===== src/rtl/l2_port_arbiter.sv =====
// l2_port_arbiter: shares the L2's single L1-side port between the instruction
// L1 (port 0) and the data L1 (port 1). Round-robin grant, one transaction in
// flight, request fields frozen for the whole L2 access, response steered back
// to the granted port, and a watchdog that aborts an access the L2 never
// completes.
module l2_port_arbiter #(
    parameter int ADDR_WIDTH = 32,
    parameter int DATA_WIDTH = 32,
    parameter int TIMEOUT    = 256,
    parameter int CNT_WIDTH  = 9
) (
    input  logic                  clk,
    input  logic                  rst,
    input  logic [ADDR_WIDTH-1:0] p0_addr,
    input  logic [DATA_WIDTH-1:0] p0_wdata,
    input  logic                  p0_read,
    input  logic                  p0_write,
    output logic [DATA_WIDTH-1:0] p0_rdata,
    output logic                  p0_ready,
    output logic                  p0_hit,
    output logic                  p0_err,
    input  logic [ADDR_WIDTH-1:0] p1_addr,
    input  logic [DATA_WIDTH-1:0] p1_wdata,
    input  logic                  p1_read,
    input  logic                  p1_write,
    output logic [DATA_WIDTH-1:0] p1_rdata,
    output logic                  p1_ready,
    output logic                  p1_hit,
    output logic                  p1_err,
    output logic [ADDR_WIDTH-1:0] l2_addr,
    output logic [DATA_WIDTH-1:0] l2_wdata,
    output logic                  l2_read,
    output logic                  l2_write,
    input  logic [DATA_WIDTH-1:0] l2_rdata,
    input  logic                  l2_ready,
    input  logic                  l2_hit,
    output logic                  busy,
    output logic                  grant_id
);

    typedef enum logic [1:0] {IDLE, BUSY, RESP} state_t;

    // Request fields of whichever port wins arbitration this cycle.
    typedef struct packed {
        logic [ADDR_WIDTH-1:0] addr;
        logic [DATA_WIDTH-1:0] wdata;
        logic                  wr;
    } req_t;

    // Watchdog fires on its last count so exactly TIMEOUT BUSY cycles elapse.
    localparam logic [CNT_WIDTH-1:0] WD_LAST = CNT_WIDTH'(TIMEOUT - 1);

    state_t               state;
    logic [CNT_WIDTH-1:0] wdog;
    logic                 rr_last;   // port granted most recently; reset to 1 so port 0 wins first
    logic [1:0]           req;
    logic                 pick;
    req_t                 sel;

    assign req = {p1_read | p1_write, p0_read | p0_write};

    // Round-robin pick and mux of the winning port's request; write wins over read.
    always_comb begin
        pick = 1'b0;
        if (req == 2'b11)
            pick = ~rr_last;
        else if (req == 2'b10)
            pick = 1'b1;
        if (pick)
            sel = '{addr: p1_addr, wdata: p1_wdata, wr: p1_write};
        else
            sel = '{addr: p0_addr, wdata: p0_wdata, wr: p0_write};
    end

    // Arbitration FSM with all outputs registered.
    always_ff @(posedge clk) begin
        if (rst) begin
            state    <= IDLE;
            wdog     <= '0;
            rr_last  <= 1'b1;
            busy     <= 1'b0;
            grant_id <= 1'b0;
            l2_addr  <= '0;
            l2_wdata <= '0;
            l2_read  <= 1'b0;
            l2_write <= 1'b0;
            p0_rdata <= '0;
            p0_hit   <= 1'b0;
            p0_ready <= 1'b0;
            p0_err   <= 1'b0;
            p1_rdata <= '0;
            p1_hit   <= 1'b0;
            p1_ready <= 1'b0;
            p1_err   <= 1'b0;
        end else begin
            p0_ready <= 1'b0;
            p0_err   <= 1'b0;
            p1_ready <= 1'b0;
            p1_err   <= 1'b0;
            case (state)
                IDLE: begin
                    if (|req) begin
                        l2_addr  <= sel.addr;
                        l2_wdata <= sel.wdata;
                        l2_write <= sel.wr;
                        l2_read  <= ~sel.wr;
                        grant_id <= pick;
                        wdog     <= '0;
                        busy     <= 1'b1;
                        state    <= BUSY;
                    end
                end
                BUSY: begin
                    if (l2_ready) begin
                        if (grant_id) begin
                            p1_ready <= 1'b1;
                            p1_rdata <= l2_rdata;
                            p1_hit   <= l2_hit;
                        end else begin
                            p0_ready <= 1'b1;
                            p0_rdata <= l2_rdata;
                            p0_hit   <= l2_hit;
                        end
                        l2_read  <= 1'b0;
                        l2_write <= 1'b0;
                        rr_last  <= grant_id;
                        state    <= RESP;
                    end else if (wdog == WD_LAST) begin
                        if (grant_id)
                            p1_err <= 1'b1;
                        else
                            p0_err <= 1'b1;
                        l2_read  <= 1'b0;
                        l2_write <= 1'b0;
                        rr_last  <= grant_id;
                        state    <= RESP;
                    end else begin
                        wdog <= wdog + 1'b1;
                    end
                end
                RESP: begin
                    busy  <= 1'b0;
                    state <= IDLE;
                end
                default: begin
                    busy  <= 1'b0;
                    state <= IDLE;
                end
            endcase
        end
    end

endmodule

===== config.mk =====
export PLATFORM = sky130hd
export DESIGN_NAME = l2_port_arbiter
export DESIGN_NICKNAME = d
export VERILOG_FILES = /design/src/rtl/l2_port_arbiter.sv
export SDC_FILE = /design/constraint.sdc
export NUM_CORES = 1
export LEC_CHECK = 0
export CORE_UTILIZATION = 41
export DETAILED_ROUTE_END_ITERATION = 7
export GPL_TIMING_DRIVEN = 0
export HOLD_SLACK_MARGIN = 0.15
export PLACE_DENSITY = 0.79
export SLEW_MARGIN = 20
export SYNTH_ARGS = -nofsm -noshare
export SYNTH_HDL_FRONTEND = slang
export SYNTH_SLANG_ARGS = --single-unit

===== constraint.sdc =====
create_clock -name clk -period 2.6 [get_ports clk]
set_input_delay 0.52 -clock clk [delete_from_list [all_inputs] [get_ports clk]]
set_output_delay 0.52 -clock clk [all_outputs]
set_load 0.03 [all_outputs]

==> impl_metrics.json <==
{
  "status": "finished with violations",
  "violations": "DRC",
  "yosys_register_bits": 150,
  "initialDrtViolationCount": 506,
  "rsz0062_at_grt": "no",
  "io_pins": 306,
  "instances_no_fill": 1293,
  "crit_path_end_kind": "register",
  "ys_seq_area_share_pct": 48.0,
  "syn_to_final_growth_pct": 62.2,
  "syn_nets": 944,
  "die_w_um": 125,
  "path_delay_family": "simple AND/OR/NAND/NOR gates",
  "antenna_found_initial": 0,
  "grt.total_usage_pct": 29.6,
  "grt_pass1_vias": 6802,
  "crit_buf_inv": 1,
  "avgSynthCellArea_um2": 8.08,
  "yosysTopAreaCellShare_pct": 48.0,
  "cts_tree": "built",
  "yosysWarnings": 0,
  "syn_area_mm2": 0.00625,
  "dp_hpwl_um": 17500,
  "std_cell_rows": 44,
  "power_density_mw_per_mm2": 672,
  "hold_violations": 0,
  "fillCellCount": 1203,
  "async_flop_share_pct": 0,
  "clkLatencyLatePin_ps": 430,
  "fin_crit_ps": 2310,
  "yosysTopAreaCell": "dfxtp_1",
  "reg2reg_depth": 8,
  "worst_slack_ps": 289,
  "clock.fmax_ghz": 0.433,
  "synthCells": 774,
  "place_ws_ps": -31.2,
  "critPathMaxFanout": 10,
  "crit_chain": "ha_1 > nand2_1 > nor3_1 > ha_1 > or4b_4 > buf_2 > nor4_2 > mux2i_1",
  "worst_pin_slew_ps": 830,
  "grt_start_max_net_pins": 17,
  "clock_skew_ps": 6.86,
  "drive_gt1_share_pct": 4.69,
  "synth.distinct_cells": 40,
  "setup_viol_count_final": 0,
  "die_area_mm2": 0.0157,
  "worstReg2RegStart": "wdog[0]",
  "drt-wirelength-per-cell_um": 18.2,
  "hold_depth": 2,
  "critical_path_arrival_ps": 2660,
  "fin_crit_sh_pct": 88.9,
  "gr-total-overflow": 0,
  "ir_drop_mv": 0.490,
  "vias_per_cell": 5.58,
  "drv_cap": 0,
  "postCtsHoldBufs": 0,
  "synth_edf_count": 0,
  "cts_resized": 0,
  "drt_first_pass_iters": 8,
  "max_stage_delay_ps": 570,
  "coreArea_mm2": 0.0147,
  "hold_end": "p0_err",
  "clk_pin_slew_ps": 60,
  "slew_violations": 0,
  "slew_headroom_pct": 44.5,
  "cpMaxStageDelayCell": "or4b_4",
  "clock-sinks": 150,
  "multiInputGateArea_mm2": 0.00289,
  "crit_type": "register to register",
  "die_h_um": 125,
  "io_buffer_count": 303,
  "reg2reg_slack_ps": 290,
  "hp-class": "input pin to register",
  "num_vias": 7216,
  "cts_setup_buffers": 0,
  "ys.flop_type": "dfxtp_1",
  "gp_congestion": 0.895,
  "dp.cells": 1261,
  "hp-start": "l2_ready",
  "final_nets": 1266,
  "r2r-end": "wdog[7]",
  "start_util_pct": 42.5,
  "cts.path.max_buffers": 2,
  "required_ps": 2950,
  "cts-buffers-inserted": 17,
  "clock-root-buffer": "clkbuf_16",
  "leakage_nw": 3.42,
  "register_area_mm2": 0.00300,
  "drc": 23,
  "synth.top_cells.by_area": "dfxtp_1, a21oi_1, a311oi_1",
  "h-tree-depth": 4,
  "ant_nets": 0,
  "fin_util_pct": 69.0,
  "diodes": 0,
  "cp_common_cell": "ha_1",
  "grt_pass1_wl_um": 36100,
  "drt-total-wl_um": 23500,
  "cp-start-kind": "register"
}
## cells in the mapped netlist, drive strengths merged (2+ instances only)
cell type / instances
dfxtp: 150
nand2: 140
a21oi: 139
o21ai: 73
nand3: 68
a311oi: 65
clkbuf: 58
buf: 24
nor2: 8
inv: 7
nand2b: 3
nor3: 3
o211ai: 3
or3: 3
or4: 3
and4b: 2
ha: 2
nor4: 2
nor4bb: 2
o31ai: 2
or2: 2
## metrics by stage
step                      cell area, um^2  total power, mW  hold WS [ps]  setup TNS, ps
after floorplan                      6250             3.42           452              0
after global placement               9520             4.19           442           -112
after detailed placement             9520             4.20           446           -117
after CTS                           10100             6.82           292              0
after global routing                10100             7.06           297              0
final                               10100             6.81           299              0
## power by group
group          switching, mW  internal [mW]
Clock                   1.03           1.61
Combinational          0.902          0.700
Sequential             0.101           2.47
## worst reg2reg max path, cell delays in order (launching register included)
cell	delay [ps]
dfxtp_1	340
ha_1	260
nand2_1	80
nor3_1	40
ha_1	250
or4b_4	570
buf_2	200
nor4_2	270
mux2i_1	220
## per-layer routing
layer	vias up	wire, um	global-route usage [%]	part of all wire (%)
li1	3451	-	-	-
met1	3356	8920	33.4	38
met2	348	11300	49.8	48
met3	61	2380	9.97	10
met4	0	914	14.5	3.9
met5	-	0	0	0
## worst max path at each step
stage	end	startpoint	cells after the start	slack, ps
after floorplan	wdog[7]	wdog[0]	8	530
after global placement	l2_wdata[11]	p1_write	5	-30
after global routing	wdog[7]	wdog[0]	8	120
after CTS	wdog[7]	wdog[0]	8	280
final	wdog[7]	wdog[0]	8	290
after detailed placement	l2_addr[11]	p1_write	5	-30
## cell usage in the layout, fill, tap and decap left out, types with 4 or more instances in the layout
cell,instances
nand3_1,68
dfxtp_1,150
clkinvlp_4,4
o21ai_0,73
a21oi_1,139
buf_1,10
clkdlybuf4s50_1,303
nand2_1,140
buf_2,13
a311oi_1,65
inv_1,7
nor2_1,7
bufinv_16,4
clkbuf_1,58
clkbuf_16,17
## sequential cells by signal (all words and copies together), names as in the netlist, 2 cells and up
name / flops
l2_addr: 32
l2_wdata: 32
p0_rdata: 32
p1_rdata: 32
wdog: 9
state: 2
## cells by family (layout without fill, tap and decap cells)
kind of cell               after synthesis  count (layout)  synth area share (%)
buffers and inverters                   89             424                  5.72
adders and majority gates                2               2                 0.400
AOI/OAI and AO/OA                      290             290                  27.8
muxes                                    1               1                 0.160
DFF                                    150             150                  48.0
and+or+nand+nor                        242             242                  17.9
## final cells by class
class	count	area share, %
plain buffers	82	3.27
clock buffers	17	4.19
clock inverters	15	2.00
inverters	7	0.259
multi-input cells	535	28.5
flip-flops and latches	150	29.6
well taps	184	2.27
repair buffers	303	29.9
Note: power is estimated with default switching activity, not from simulation.
==> edit (same flow settings) <==
`DATA_WIDTH`: 32 -> 16.
--- a/src/rtl/l2_port_arbiter.sv
+++ b/src/rtl/l2_port_arbiter.sv
@@ -5,7 +5,7 @@
 // completes.
 module l2_port_arbiter #(
     parameter int ADDR_WIDTH = 32,
-    parameter int DATA_WIDTH = 32,
+    parameter int DATA_WIDTH = 16,
     parameter int TIMEOUT    = 256,
     parameter int CNT_WIDTH  = 9
 ) (
Ports: changed (6 resized); port bits go from 306 to 210. The function was not compared with the original's and may differ.
==> edit against the unedited design <==
Synthesized cell count decreased by 30%. Cell area decreased by 32%. Total power is 43% lower. Sequential power is 32% lower. Synthesized area decreased by 29%. Non-clock buffer count decreased by 117. Routed wire length fell by 37%. Worst setup slack worse by 0.11 ns. Maximum frequency is 4.5% lower. Sequential cell count fell by 48. Cell count shrank 30%. Sequential share of layout area is 0.19 points higher. Critical path type unchanged. Largest cell class unchanged.
==> edit: results <==
[placed_design]
gp_congestion = 0.889
dp_hpwl_um = 11500
io_buffer_count = 207
place.detailed.instances = 884
placement.cell_area_mm2 = 0.00666
pre_cts_slack_ns = -0.0542

[clock_tree]
clkSlewWorstSetupHoldPaths_ns = 0.10
cts.repair_timing.setup_buffer_count = 0
insertion_delay_ns = 0.38
cts_made_buffers = 9
cts_max_path_buffers = 2
ctsRootBufferMaster = "sky130_fd_sc_hd__clkbuf_8"
htree_levels = 3

[global_routing]
grtUsageTotal = 0.268
initial_antenna_violation_count = 0
first_pass_grt_wire_length_um = 24000
via_count_of_the_first_global_routing_pass = 5141
grt_start_max_net_pins = 21

[critical_path]
crit_slowest_cell = "sky130_fd_sc_hd__or4b_4"
critical_path_max_stage_delay_ns = 0.53
endpoint_kind = "flop"
timing.critical_path.arrival_ns = 2.70

[detailed_routing]
wire_per_inst_um = 16.6
routed-via-count = 5036
drt_pass_1_iters = 6
dr.first_iter.drc_count = 229

[yosys]
postSynthCellCount = 541
syn_nets = 663
synth-compound-area-share = 0.295
yosysSeqAreaShare = 0.463
yosys.cell_types.count = 42
synth-adder-area-share = 0.00567
synthFlopType = "sky130_fd_sc_hd__dfxtp_1"
synth_top_cells_by_count = "sky130_fd_sc_hd__dfxtp_1 (102), sky130_fd_sc_hd__a21oi_1 (90), sky130_fd_sc_hd__nand2_1 (75)"
ys_top_cells_by_area = "sky130_fd_sc_hd__dfxtp_1 (46%), sky130_fd_sc_hd__a21oi_1 (10%), sky130_fd_sc_hd__a311oi_1 (9.7%), sky130_fd_sc_hd__nand2_1 (6.4%), sky130_fd_sc_hd__nand3_1 (6.0%)"
post_synthesis_mux_area_share = 0.00255

[final_layout]
area_growth_syn_to_layout_pct = 55.3
final_cells = 900
final_layout_fill_cell_count = 894
max_reg_flops = 32
regMostFlops = "l2_addr"
drive_gt1_frac = 0.0445

[pwr]
peakVddDrop_uv = 295
internal_power_mw = 2.57
leakage_nw = 2.30

[sta]
relSlewSlack = 0.366
finClkSkew_ns = 0.0121

[status]
status = "finished clean"

[worst_hold_path]
hold_path.class = "reg -> reg"
==> edit: critical path, delay by kind of cell (launching register included) <==
family | cells | cell delay [ns]
buffers and inverters | 1 | 0.20
multiplexers | 1 | 0.35
AND/OR/NAND/NOR | 4 | 0.91
adder cells (fa/ha/maj) | 2 | 0.49
flip-flops | 1 | 0.36
==> edit: cells by family after synthesis <==
group                    Yosys count
AO/OA/AOI/OAI                    211
adder cells (fa/ha/maj)            2
buffers and inverters             65
flip-flops                       102
multiplexers                       1
AND/OR/NAND/NOR                  160
==> edit: power groups by stage <==
stage / Clock [mW] / Sequential, mW / Combinational (mW)
floorplan: 0 / 2.01 / 0.369
global placement: 0 / 1.79 / 1.12
detailed placement: 0 / 1.79 / 1.14
CTS: 1.01 / 1.76 / 1.14
global route: 1.08 / 1.77 / 1.22
finish: 1.00 / 1.76 / 1.14
==> edit: layout make-up <==
type | count | share of cell area
Tap cell | 136 | 0.0248
Clock buffer | 9 | 0.0181
Sequential cell | 102 | 0.298
Multi-Input combinational cell | 374 | 0.307
Timing Repair Buffer | 207 | 0.302
Clock inverter | 7 | 0.0108
Inverter | 4 | 0.00219
Buffer | 61 | 0.0365
==> edit: path summary, 6_finish.rpt <==
kind                      from            to  slack, ns  cells after the start
hold reg to reg   p1_rdata[14]  p1_rdata[14]       0.46                      2
setup / recovery       wdog[0]       wdog[5]       0.18                      8
setup reg to reg       wdog[0]       wdog[5]       0.18                      8
hold / removal    p1_rdata[14]  p1_rdata[14]       0.46                      2
==> edit: layer usage <==
layer  share of wire  up-vias  GRT usage
li1                -     2424          -
met1            0.40     2355      0.311
met2            0.49      220      0.458
met3           0.084       37     0.0742
met4           0.029        0      0.118
met5               0        -          0
